$ cat src/rtl/uart_tx.sv
// uart_tx: 8N1/8N2 serial transmitter fed from an upstream FIFO.
// Handshake: a byte moves on any rising edge where din_vld & din_rdy.
// din_rdy is combinational from state and tx_en only (never from din_vld),
// so it is safe to wire straight to the FIFO pop input.
// The divisor, stop-bit mode and data byte are latched on that edge,
// so input changes during a frame affect only later frames.
`timescale 1ns/1ps
module uart_tx #(
   parameter int DIV_W = 16
) (
   input  logic             clk,
   input  logic             rst,
   input  logic             tx_en,
   input  logic [DIV_W-1:0] baud_div,
   input  logic             stop2,
   input  logic [7:0]       din,
   input  logic             din_vld,
   output logic             din_rdy,
   output logic             txd,
   output logic             busy,
   output logic             done
);

   typedef enum logic [1:0] {IDLE, START, DATA, STOP} state_t;

   state_t           state, state_n;
   logic [DIV_W-1:0] cnt, cnt_n;
   logic [DIV_W-1:0] div_q, div_n;
   logic             stop2_q, stop2_n;
   logic [7:0]       data_q, data_n;
   logic [2:0]       bit_idx, bit_idx_n;
   logic [2:0]       next_idx;
   logic             stop_idx, stop_idx_n;
   logic             txd_q, txd_n;
   logic             bit_end;
   logic             last_stop;
   logic             accept;

   // A bit period ends when the down-counter, loaded with the latched
   // divisor, has reached zero; the final stop bit is the one whose index
   // matches the latched stop2 mode.
   assign bit_end   = (cnt == '0);
   assign last_stop = (state == STOP) && bit_end && (stop_idx == stop2_q);
   assign next_idx  = bit_idx + 3'd1;

   assign din_rdy = ~rst & tx_en & ((state == IDLE) | last_stop);
   assign accept  = din_vld & din_rdy;
   assign done    = ~rst & last_stop;
   assign busy    = (state != IDLE);
   assign txd     = txd_q;

   // Next-state and datapath logic; everything holds unless updated below.
   always_comb begin
      state_n    = state;
      cnt_n      = cnt;
      div_n      = div_q;
      stop2_n    = stop2_q;
      data_n     = data_q;
      bit_idx_n  = bit_idx;
      stop_idx_n = stop_idx;
      txd_n      = txd_q;
      case (state)
         IDLE: begin
            txd_n = 1'b1;
         end
         START: begin
            if (bit_end) begin
               state_n   = DATA;
               cnt_n     = div_q;
               bit_idx_n = 3'd0;
               txd_n     = data_q[0];
            end else begin
               cnt_n = cnt - 1'b1;
            end
         end
         DATA: begin
            if (bit_end) begin
               cnt_n = div_q;
               if (bit_idx == 3'd7) begin
                  state_n    = STOP;
                  stop_idx_n = 1'b0;
                  txd_n      = 1'b1;
               end else begin
                  bit_idx_n = next_idx;
                  txd_n     = data_q[next_idx];
               end
            end else begin
               cnt_n = cnt - 1'b1;
            end
         end
         STOP: begin
            txd_n = 1'b1;
            if (bit_end) begin
               if (stop_idx != stop2_q) begin
                  stop_idx_n = 1'b1;
                  cnt_n      = div_q;
               end else begin
                  state_n = IDLE;
               end
            end else begin
               cnt_n = cnt - 1'b1;
            end
         end
         default: begin
            state_n = IDLE;
            txd_n   = 1'b1;
         end
      endcase
      // An accepted byte (from IDLE or the last stop cycle) starts a frame
      // immediately, giving back-to-back frames with no idle gap.
      if (accept) begin
         state_n    = START;
         cnt_n      = baud_div;
         div_n      = baud_div;
         stop2_n    = stop2;
         data_n     = din;
         bit_idx_n  = 3'd0;
         stop_idx_n = 1'b0;
         txd_n      = 1'b0;
      end
   end

   // State and datapath registers; reset aborts any frame in flight.
   always_ff @(posedge clk) begin
      if (rst) begin
         state    <= IDLE;
         cnt      <= '0;
         div_q    <= '0;
         stop2_q  <= 1'b0;
         data_q   <= 8'h00;
         bit_idx  <= 3'd0;
         stop_idx <= 1'b0;
         txd_q    <= 1'b1;
      end else begin
         state    <= state_n;
         cnt      <= cnt_n;
         div_q    <= div_n;
         stop2_q  <= stop2_n;
         data_q   <= data_n;
         bit_idx  <= bit_idx_n;
         stop_idx <= stop_idx_n;
         txd_q    <= txd_n;
      end
   end

endmodule

$ cat config.mk
export PLATFORM = sky130hd
export DESIGN_NAME = uart_tx
export DESIGN_NICKNAME = d
export VERILOG_FILES = /design/src/rtl/uart_tx.sv
export SDC_FILE = /design/constraint.sdc
export NUM_CORES = 1
export LEC_CHECK = 0
export ABC_AREA = 0
export CAP_MARGIN = 20
export CORE_MARGIN = 10
export CORE_UTILIZATION = 48
export CTS_BUF_LIST = sky130_fd_sc_hd__clkbuf_16
export DETAILED_ROUTE_END_ITERATION = 7
export DONT_BUFFER_PORTS = 1
export PLACE_DENSITY = 0.64
export SYNTH_ARGS = -nofsm -noshare
export SYNTH_HDL_FRONTEND = slang
export SYNTH_SLANG_ARGS = --single-unit
$ cat constraint.sdc
create_clock -name clk -period 2.6 [get_ports clk]
set_clock_uncertainty 0.2 [all_clocks]
set_input_delay 0.39 -clock clk [delete_from_list [all_inputs] [get_ports clk]]
set_output_delay 0.39 -clock clk [all_outputs]
set_load 0.03 [all_outputs]
==> results of run 1 <==
[worst max-delay path, stage by stage, from the launching register on]
cell     delay [ns]
dfxtp_1        0.37
nor4_4         0.42
nand4_4        0.27
o21ai_2        0.24
and3_2         0.30
[flip-flops by register name, indices dropped and copies added, names as in the netlist]
| name | cells |
|---|---|
| stop_idx | 1 |
| div_q | 16 |
| stop2_q | 1 |
| bit_idx | 3 |
| txd | 1 |
| data_q | 8 |
| cnt | 16 |
| state | 2 |
[kinds of logic after synthesis]
family / synth area share
simple gates: 0.244
compound gates: 0.256
flops: 0.358
buf+inv: 0.0657
fa+ha+maj: 0.0419
mux: 0.0289
xor+xnor: 0.00652
[how the worst max path moves through the flow]
stage,start,to
finish,cnt[8]$_SDFFE_PP0P_,din_rdy
global route,cnt[8]$_SDFFE_PP0P_,done
CTS,cnt[0]$_SDFFE_PP0P_,done
detailed placement,cnt[0]$_SDFFE_PP0P_,cnt[13]$_SDFFE_PP0P_
global placement,bit_idx[0]$_SDFFE_PP0P_,txd$_SDFFE_PP1P_
floorplan,cnt[0]$_SDFFE_PP0P_,done
[power by group]
part / internal [W] / total (W) / switching, W
logic: 0.000307 / 0.000759 / 0.000452
registers: 0.000792 / 0.000861 / 0.0000695
clock network: 0.000353 / 0.000631 / 0.000278
[cell usage in the layout, fill, tap and decap left out, types with 3 or more instances in the layout]
cell type,Yosys,final
a21oi_1,34,34
a22o_1,4,4
a22oi_1,4,4
a2bb2oi_1,4,4
a311oi_1,3,3
and2_1,4,4
and3_1,4,3
buf_4,4,11
clkbuf_16,0,5
dfxtp_1,48,48
ha_1,9,9
inv_1,16,15
nand2_1,58,58
nand2b_1,3,3
nand3_1,8,8
nand4_1,3,3
nor2_1,22,22
nor3_1,9,9
o211ai_1,8,8
o21ai_0,22,22
o22ai_1,4,4
[stage by stage]
step | cells | instance area, µm² | total power (W)
detailed placement | 396 | 2760 | 0.00160
floorplan | 333 | 2690 | 0.00145
global placement | 396 | 2760 | 0.00159
finish | 406 | 2930 | 0.00225
global route | 406 | 2930 | 0.00237
CTS | 406 | 2930 | 0.00225
[layout make-up]
type                       count  area, µm²  share of cell area
multi-input combinational    249       1550               0.530
sequential                    48        961               0.328
tap                           72       90.1              0.0307
clock buffer                   5        125              0.0427
inverter                      16       60.1              0.0205
clock inverter                 3       18.8             0.00640
timing repair buffer          13        123              0.0418
[metal layers]
| metal | part of all wire | routed length, µm |
|---|---|---|
| met2 | 0.47 | 3250 |
| met1 | 0.45 | 3130 |
| met3 | 0.060 | 412 |
| met5 | 0 | 0 |
| met4 | 0.018 | 126 |
[repair_timing]
action / 4_1_cts / 5_1_grt
hold buffers: 1 / 0
resized for setup: 0 / 3
pin swaps: 1 / 0
setup endpoints to repair: 1 / 4
hold endpoints to repair: 29 / 0
setup buffers: 1 / 0
==> results.md, run 1 <==
* Initial DRC count at 150
* Met3 Usage GRT at 0.0420
* Post-synth EDFFs at 0
* Setup TNS at 0 ns
* Worst-Margin Slew at between 0.5 and 0.6 ns
* Detailed Routing Iterations Pass 1 at 4
* Worst Hold End: txd$_SDFFE_PP1P_
* # clock sinks at 48
* Clk slew on worst S/H paths at 0.07 ns
* CP required at between 2 and 2.5 ns
* Vias in the first global route at 2337
* Crit. End Element: output port
* Bufs on Longest Clock Path at 2
* Setup-failing EPs final at 0
* Vias per std cell at 5.92
* Share of cells above drive strength 1 at 0.129
* DIE WIDTH at roughly 95 µm
* Slew Viols, Final at 0
* Die area at 0.00899 mm²
* Die height at around 95 µm
* Area of the core at 0.00547 mm²
* Hold WC Path Type: in2reg
* Setup slack after layout at 0.119 ns
* NumNets Final at 371
* Fillers at about 570
* Period utilization at 0.954
* CP Launch Type: flip-flop
* Slew headroom at 0.619
* First-pass GRT wire length at 11300 µm
* ANT nets after route at 0
* Leak Pwr at around 1.1 nW
* Layout Area Growth over Synthesis at 9.13%
* Global routing's busiest layer: met2
* Routed vias at 2405
* Max rail drop VDD at approximately 0.00044 V
* Final Hold Violating Endpoints at 0
* CTS root buf: clkbuf_16
* DP HPWL at approximately 4900 µm
* Largest area contributor in the netlist: dfxtp_1
* Met1 usage at 0.194
* Post-synth ARST share at 0
* Synthesized instance count at between 300 and 400
* Status: finished, final reports clean
* Top Ports at 33
* FF+latch count, synth at 48
* Critical Path AT at 1.89 ns
* Total Routing Usage GR at 0.157
* Remaining Overflow, GRT at 0
* Yosys warns at 0
* Reg2Reg Capture Point: cnt[13]$_SDFFE_PP0P_
* Synth top area cells: dfxtp_1 36%, nand2_1 8.1%, a21oi_1 6.3%
* Fmax at just over 400 MHz
* GR Layer Usage met2 at 0.257
* FF-to-FF Start: cnt[0]$_SDFFE_PP0P_
* Post-synth net total at 371
* Fin crit period at roughly 2.5 ns
* Synthesized cell area at approximately 0.0027 mm²
* RSZ-0062 raised after global routing: no
* R2R setup slack at about 0.2 ns
* CTS H-tree lvls at 2
* Floorplan row count at 27
* WHS Path Cells at 1
* Worst setup path category: reg2out
* DR WL/cell at around 17 µm
* Post-synth top area share at 0.358
* Count leader, synth: nand2_1
* Pwr dens at ~770 mW/mm²
* Ant. Diodes at 0
* Routed WL at slightly below 7000 µm
* Worst skew pair latency at roughly 0.29 ns
* Initial antenna violation count at 0
* Input/output buffers at 0
* Most frequent cells after synthesis: 58 x nand2_1, 48 x dfxtp_1, 34 x a21oi_1
* Util after Layout at 0.536
* Initial core utilization at 0.491
* Crit Path Max Fanout at 10
* Hold Worst Slack at 0.00965 ns
* R2R depth at 7
* Main flop type after synthesis: dfxtp_1
* Avg Cell Area, Syn at 8.07 µm²
* Max-Cap Viols at 0
* TritonCTS Buffers at 5
* Distinct cells, synth at 58
* Worst hold start: rst
* CTS tree: yes
* Drt drc at 0
* Maximum number of pins on one net before global-route repair at 31
* Gpl congestion at roughly 0.94
* Pre-CTS WS at between 0.2 and 0.25 ns
* Seq/Total Area, Yosys at 0.358
No activity file was read; power rests on OpenSTA's default activity.
==> run 2, diff against run 1 <==
- ABC_AREA: 0 -> 1
==> run 2 against run 1 <==
  * Combinational power up 0.9%
  * Core utilization down 0.78 points
  * Die area up 5.6%
  * Sequential share of layout area down 1.8 points
  * Design area up 6.0%
  * Critical path type unchanged
  * Sequential power about the same
  * Clock power up 19%
  * Register-to-register slack better by 0.10 ns
  * Largest cell class unchanged
  * Synthesized cell count up 35%
  * Highest routed layer unchanged
  * Non-clock buffer count down 7
  * Synthesized area up 7.2%
==> results.md, run 2 <==
* Maximum number of pins on one net before global-route repair at 28 (-9.7%)
* Synth top area cells: dfxtp_1 33%, nand2_1 18%, nand3_1 7.8%
* CTS root buf: clkbuf_16
* Slowest CP cell: dfxtp_1
* Internal power at 0.00151 W (+4.0%)
* Drt drc at 0 (unchanged)
* Ant. Diodes at 0 (unchanged)
* Bufs on Longest Clock Path at 2 (unchanged)
* Most common cell type on the critical path: inv_1
* Setup Buffers After CTS at 0 (-1)
* # clock sinks at 48 (unchanged)
* CP required at 2.01 ns (about the same)
* Avg Cell Area, Syn at 6.40 µm² (-21%)
* Initial DRC count at 110 (-27%)
* Synthesized cell area at 0.00288 mm² (+7.2%)
* Max rail drop VDD at 0.000344 V (-21%)
* DR WL/cell at 13.7 µm (-20%)
* Top Ports at 33 (unchanged)
* Worst-Margin Slew at 0.406 ns (-0.151 ns)
* Fillers at 640 (+13%)
* Critical Path AT at 1.86 ns (-0.03 ns)
* Post-synth ARST share at 0 (unchanged)
* Layout Area Growth over Synthesis at 7.91%
* Crit path buf inv count at 2 (+2)
* Slew headroom at 0.729 (+0.110)
* DP HPWL at 5280 µm (+7.5%)
* Die height at 97.4 µm (+2.8%)
* Vias per std cell at 5.17 (-13%)
* Worst skew pair latency at 0.29 ns (about the same)
* Post-synth net total at 488 (+32%)
* CP top delay family: simple AND/OR/NAND/NOR gates
* Seq/Total Area, Yosys at 0.334 (-0.0239)
* Util after Layout at 0.528 (-0.00782)
* TritonCTS Buffers at 5 (unchanged)
* Commonest non-fill, non-tap cell in the layout: nand2_1
* ANT nets after route at 0 (unchanged)
* Clk slew on worst S/H paths at 0.07 ns (about the same)
* Area of the core at 0.00589 mm² (+7.5%)
* Most frequent cells after synthesis: 136 x nand2_1, 56 x inv_1, 48 x dfxtp_1
* R2R setup slack at 0.30 ns (+0.10 ns)
* Synthesized instance count at 450 (+35%)
* CP cell instances: ha_1 > inv_1 > nor2_1 > nand3_4 > nand2_4 > nand2_2 > inv_1
* Crit Path Max Fanout at 7 (-3)
* Clock power frac at 0.316 (+0.036)
* Detailed Routing Iterations Pass 1 at 4 (unchanged)
* Crit. End Element: output port
* Worst setup path category: reg2out
* Flop pwr share at 0.361 (-0.022)
* Input/output buffers at 0 (unchanged)
* Final Hold Violating Endpoints at 0 (unchanged)
* Biggest registers after layout: cnt: 16 flops, div_q: 16 flops, data_q: 8 flops
* CP max stage delay at 0.40 ns (-0.02 ns)
* Remaining Overflow, GRT at 0 (unchanged)
* DIE WIDTH at 97.4 µm (+2.8%)
* CTS H-tree lvls at 2 (unchanged)
* Gpl congestion at 0.914 (-2.7%)
* Slew Viols, Final at 0 (unchanged)
* NumNets Final at 486 (+31%)
* Die area at 0.00950 mm² (+5.6%)
* Main flop type after synthesis: dfxtp_1
* NetSw at 0.000866 W (+8.3%)
* Initial core utilization at 0.489 (-0.00170)
* First-pass GRT wire length at 12100 µm (+7.5%)
* Post-synth top area share at 0.334 (-0.0239)
* Distinct cells, synth at 28 (-52%)
* Post-synth EDFFs at 0 (unchanged)
* Most frequent cells in the layout: 136 x nand2_1, 56 x inv_1, 48 x dfxtp_1
* Status: finished, final reports clean
* FF+latch count, synth at 48 (unchanged)
* Total Routing Usage GR at 0.149 (-0.00748)
* Routed WL at 7160 µm (+3.5%)
* Pwr dens at 765 mW/mm² (-0.41%)
* Setup TNS at 0 ns (unchanged)
* Max-Cap Viols at 0 (unchanged)
* Count leader, synth: nand2_1
* Routed vias at 2711 (+13%)
* Vias in the first global route at 2565 (+9.8%)
* Yosys warns at 0 (unchanged)
* Initial antenna violation count at 0 (unchanged)
* CTS tree: yes
* Largest area contributor in the netlist: dfxtp_1
* RSZ-0062 raised after global routing: no
* Floorplan row count at 28 (+3.7%)
* Period utilization at 0.942 (-0.0125)
* Fmax at 408 MHz (+1.3%)
* Setup-failing EPs final at 0 (unchanged)
* Fin crit period at 2.45 ns (-0.0325 ns)
* Comb pwr share at 0.322 (-0.015)
* Leak Pwr at 1.50 nW (+41%)
* CP Launch Type: flip-flop
* Share of cells above drive strength 1 at 0.0802 (-0.0486)
* Hold WC Path Type: in2reg
* Switching share of power at 0.364 (+0.00927)
## run 2: timing repair
action / in CTS / in global routing
setup endpoints to repair: 0 / 0
endpoints found under the hold margin: 8 / 0
resized for setup: 0 / 0
hold buffers: 1 / 0
## run 2: per-layer routing
metal | track usage | routed length (µm) | vias up
met5 | 0 | 0 | -
li1 | - | - | 1421
met1 | 0.182 | 3300 | 1247
met2 | 0.250 | 3470 | 41
met4 | 0.0391 | 28 | 0
met3 | 0.0413 | 364 | 2
## run 2: worst paths after layout
path / start / endpoint / cells after the start
max: state[0]$_SDFFE_PP0P_ / din_rdy / 7
min: baud_div[10] / div_q[10]$_SDFFE_PP0P_ / 2
min reg2reg: div_q[15]$_SDFFE_PP0P_ / div_q[15]$_SDFFE_PP0P_ / 2
max reg2reg: state[0]$_SDFFE_PP0P_ / cnt[0]$_SDFFE_PP0P_ / 11
## run 2: logic make-up after synthesis
kind of cell | after synthesis | synth area share
AO/OA/AOI/OAI | 65 | 0.117
XOR/XNOR | 3 | 0.00913
adder cells (fa/ha/maj) | 9 | 0.0391
buffers and inverters | 74 | 0.111
flip-flops | 48 | 0.334
AND/OR/NAND/NOR | 251 | 0.390
## run 2: area by class of cell
| class | count | area (µm²) | area share |
|---|---|---|---|
| Clock buffer | 5 | 125 | 0.0403 |
| Clock inverter | 3 | 46.3 | 0.0149 |
| Inverter | 59 | 221 | 0.0713 |
| Multi-Input combinational cell | 328 | 1600 | 0.515 |
| Sequential cell | 48 | 961 | 0.309 |
| Tap cell | 75 | 93.8 | 0.0302 |
| Timing Repair Buffer | 6 | 60.1 | 0.0193 |
## run 2: power by group through the flow
stage          registers, W  logic (W)  clock network, W
6_report           0.000858   0.000766          0.000752
5_1_grt            0.000867   0.000887          0.000789
4_1_cts            0.000857   0.000769          0.000773
3_5_place_dp       0.000873   0.000763                 0
3_3_place_gp       0.000873   0.000754                 0
2_1_floorplan      0.000857   0.000635                 0
## run 2: stage by stage
| step | total power, W | hold slack [ns] | area (µm²) | setup WS (ns) | std cells |
|---|---|---|---|---|---|
| final | 0.00238 | 0.0268 | 3110 | 0.151 | 524 |
| after global routing | 0.00254 | 0.0378 | 3110 | 0.0126 | 524 |
| after CTS | 0.00240 | 0.0210 | 3110 | 0.146 | 524 |
| after detailed placement | 0.00164 | 0.238 | 2930 | 0.321 | 515 |
| after global placement | 0.00163 | 0.232 | 2930 | 0.394 | 515 |
| after floorplan | 0.00149 | 0.219 | 2880 | 0.591 | 450 |
## run 2: worst register-to-register path: cells and delay by family (launching register included)
| family | cells | cell delay, ns |
|---|---|---|
| simple gates | 7 | 0.87 |
| flops | 1 | 0.40 |
| fa+ha+maj | 1 | 0.30 |
| compound gates | 1 | 0.06 |
| buf+inv | 2 | 0.37 |
==> run 3, diff against run 2 <==
- HOLD_SLACK_MARGIN: unset -> 0.05
- clock period: 2.6 -> 2.4 ns (I/O delays scaled with it)
==> run 3 against run 2 <==
  * Sequential power is 7.9% higher
  * Critical path depth stayed put
  * Flip-flop and latch count stayed put
  * Via count is 1.7% higher
  * Combinational power is 15% higher
  * Highest routed layer unchanged
==> results.md, run 3 (same netlist as run 2, synthesis figures left out) <==
* Initial DRC count at 145 (+32%)
* Setup-failing EPs final at 0 (unchanged)
* Setup TNS at 0 ns (unchanged)
* Input/output buffers at 0 (unchanged)
* Worst-Margin Slew at 0.487 ns (+0.0811 ns)
* Routed WL at 7250 µm (+1.1%)
* Worst skew pair latency at 0.29 ns (about the same)
* Leak Pwr at 1.57 nW (+5.1%)
* Util after Layout at 0.561 (+0.0334)
* ANT nets after route at 0 (unchanged)
* CTS H-tree lvls at 2 (unchanged)
* Hold Worst Slack at 0.0585 ns (+0.0318 ns)
* First-pass GRT wire length at 12700 µm (+5.0%)
* CTS root buf: clkbuf_16
* Ant. Diodes at 0 (unchanged)
* DIE WIDTH at 97.4 µm (unchanged)
* Vias in the first global route at 2720 (+6.0%)
* Layout Area Growth over Synthesis at 14.7%
* Fin crit period at approximately 2.3 ns
* Period utilization at 0.950
* Fin cells at 546 (+4.2%)
* Worst setup path category: reg2out
* Vias per std cell at 5.05 (-2.4%)
* Detailed Routing Iterations Pass 1 at 4 (unchanged)
* Die area at 0.00950 mm² (unchanged)
* Placed cells at 519 (+0.78%)
* Pwr dens at 770 mW/mm² (+0.72%)
* FF-to-FF Start: state[1]$_SDFFE_PP0P_
* Gpl congestion at 0.874 (-4.4%)
* R2R depth at 11 (unchanged)
* Slew Viols, Final at 0 (unchanged)
* Initial core utilization at 0.489 (unchanged)
* Status: finished, final reports clean
* Crit. End Element: output port
* Drt drc at 0 (unchanged)
* Slew headroom at 0.674 (-0.0546)
* CP required at 1.84 ns (-0.17 ns)
* Area of the core at 0.00589 mm² (unchanged)
* CTS tree: yes
* Crit Path Max Fanout at 7 (unchanged)
* Max rail drop VDD at 0.000353 V (+2.4%)
* Top Ports at 33 (unchanged)
* Total Routing Usage GR at 0.158 (+0.00834)
* R2R setup slack at 0.28 ns (-0.02 ns)
* Setup Buffers After CTS at 0 (unchanged)
* Reg2Reg Capture Point: cnt[2]$_SDFFE_PP0P_
* Maximum number of pins on one net before global-route repair at 21 (-25%)
* Max-Cap Viols at 0 (unchanged)
* Floorplan row count at 28 (unchanged)
* Most frequent cells in the layout: 136 x nand2_1, 55 x inv_1, 48 x dfxtp_1
* WHS Path Cells at 2 (unchanged)
* Bufs on Longest Clock Path at 2 (unchanged)
* Remaining Overflow, GRT at 0 (unchanged)
* Hold WC Path Type: in2reg
* Worst hold start: baud_div[2]
* Routed vias at 2757 (+1.7%)
* Clk slew on worst S/H paths at 0.07 ns (about the same)
* Design Area, Final at 0.00330 mm² (+6.3%)
* Critical Path AT at 1.72 ns (-0.14 ns)
* TritonCTS Buffers at 5 (unchanged)
* Die height at 97.4 µm (unchanged)
* RSZ-0062 raised after global routing: no
* DP HPWL at 5200 µm (-1.5%)
* # clock sinks at 48 (unchanged)
* Share of cells above drive strength 1 at 0.0892 (+0.00899)
* CP Launch Type: flip-flop
* Biggest registers after layout: cnt: 16 flops, div_q: 16 flops, data_q: 8 flops
* Final Hold Violating Endpoints at 0 (unchanged)
* Initial antenna violation count at 0 (unchanged)
* Fmax at 439 MHz
* NumNets Final at 508 (+4.5%)
* DR WL/cell at 13.3 µm (-2.9%)
* Area after DPL at 0.00296 mm² (+1.0%)
* Worst Hold End: div_q[2]$_SDFFE_PP0P_
* Commonest non-fill, non-tap cell in the layout: nand2_1
run 3: metrics by stage:
step                setup WS [ns]  power (W)
floorplan                   0.421    0.00162
global placement            0.325    0.00178
detailed placement          0.250    0.00179
CTS                        0.0214    0.00256
global route               0.0265    0.00276
finish                      0.120    0.00254
run 3: critical path, cell delays in order (launching register included):
cell        delay (ns)
dfxtp_1           0.41
ha_2              0.27
inv_1             0.05
nor2_1            0.21
nand3_4           0.13
nand2_4           0.09
nand2_2           0.08
clkinvlp_4        0.16
run 3: per-layer routing:
layer | routed length, µm | vias up | global-route usage
li1 | - | 1464 | -
met1 | 3230 | 1230 | 0.190
met2 | 3540 | 57 | 0.270
met3 | 411 | 6 | 0.0363
met4 | 67 | 0 | 0.0459
met5 | 0 | - | 0
run 3: how the worst max path moves through the flow:
stage	start	to	slack (ns)
floorplan	state[0]$_SDFFE_PP0P_	done	0.42
global placement	cnt[0]$_SDFFE_PP0P_	state[0]$_SDFFE_PP0P_	0.32
detailed placement	state[1]$_SDFFE_PP0P_	cnt[0]$_SDFFE_PP0P_	0.25
CTS	state[1]$_SDFFE_PP0P_	din_rdy	0.02
global route	state[1]$_SDFFE_PP0P_	din_rdy	0.03
finish	state[1]$_SDFFE_PP0P_	din_rdy	0.12
run 3: what timing repair did:
| item | 4_1_cts | 5_1_grt |
|---|---|---|
| hold buffers | 19 | 0 |
| endpoints found under the setup margin | 0 | 1 |
| endpoints found under the hold margin | 24 | 0 |
| resized for setup | 0 | 2 |
run 3: final cells by class:
cell class              count  area, µm²
clock buffers               5        125
clock inverters             3       26.3
fillers                   595       2580
inverters                  59        225
multi-input cells         328       1600
flip-flops and latches     48        961
well taps                  75       93.8
repair buffers             28        270
run 3: where the power goes:
group	switching (W)	total, W	internal, W
logic	0.000565	0.000878	0.000313
registers	0.0000638	0.000926	0.000862
clock network	0.000344	0.000740	0.000397
total	0.000973	0.00254	0.00157
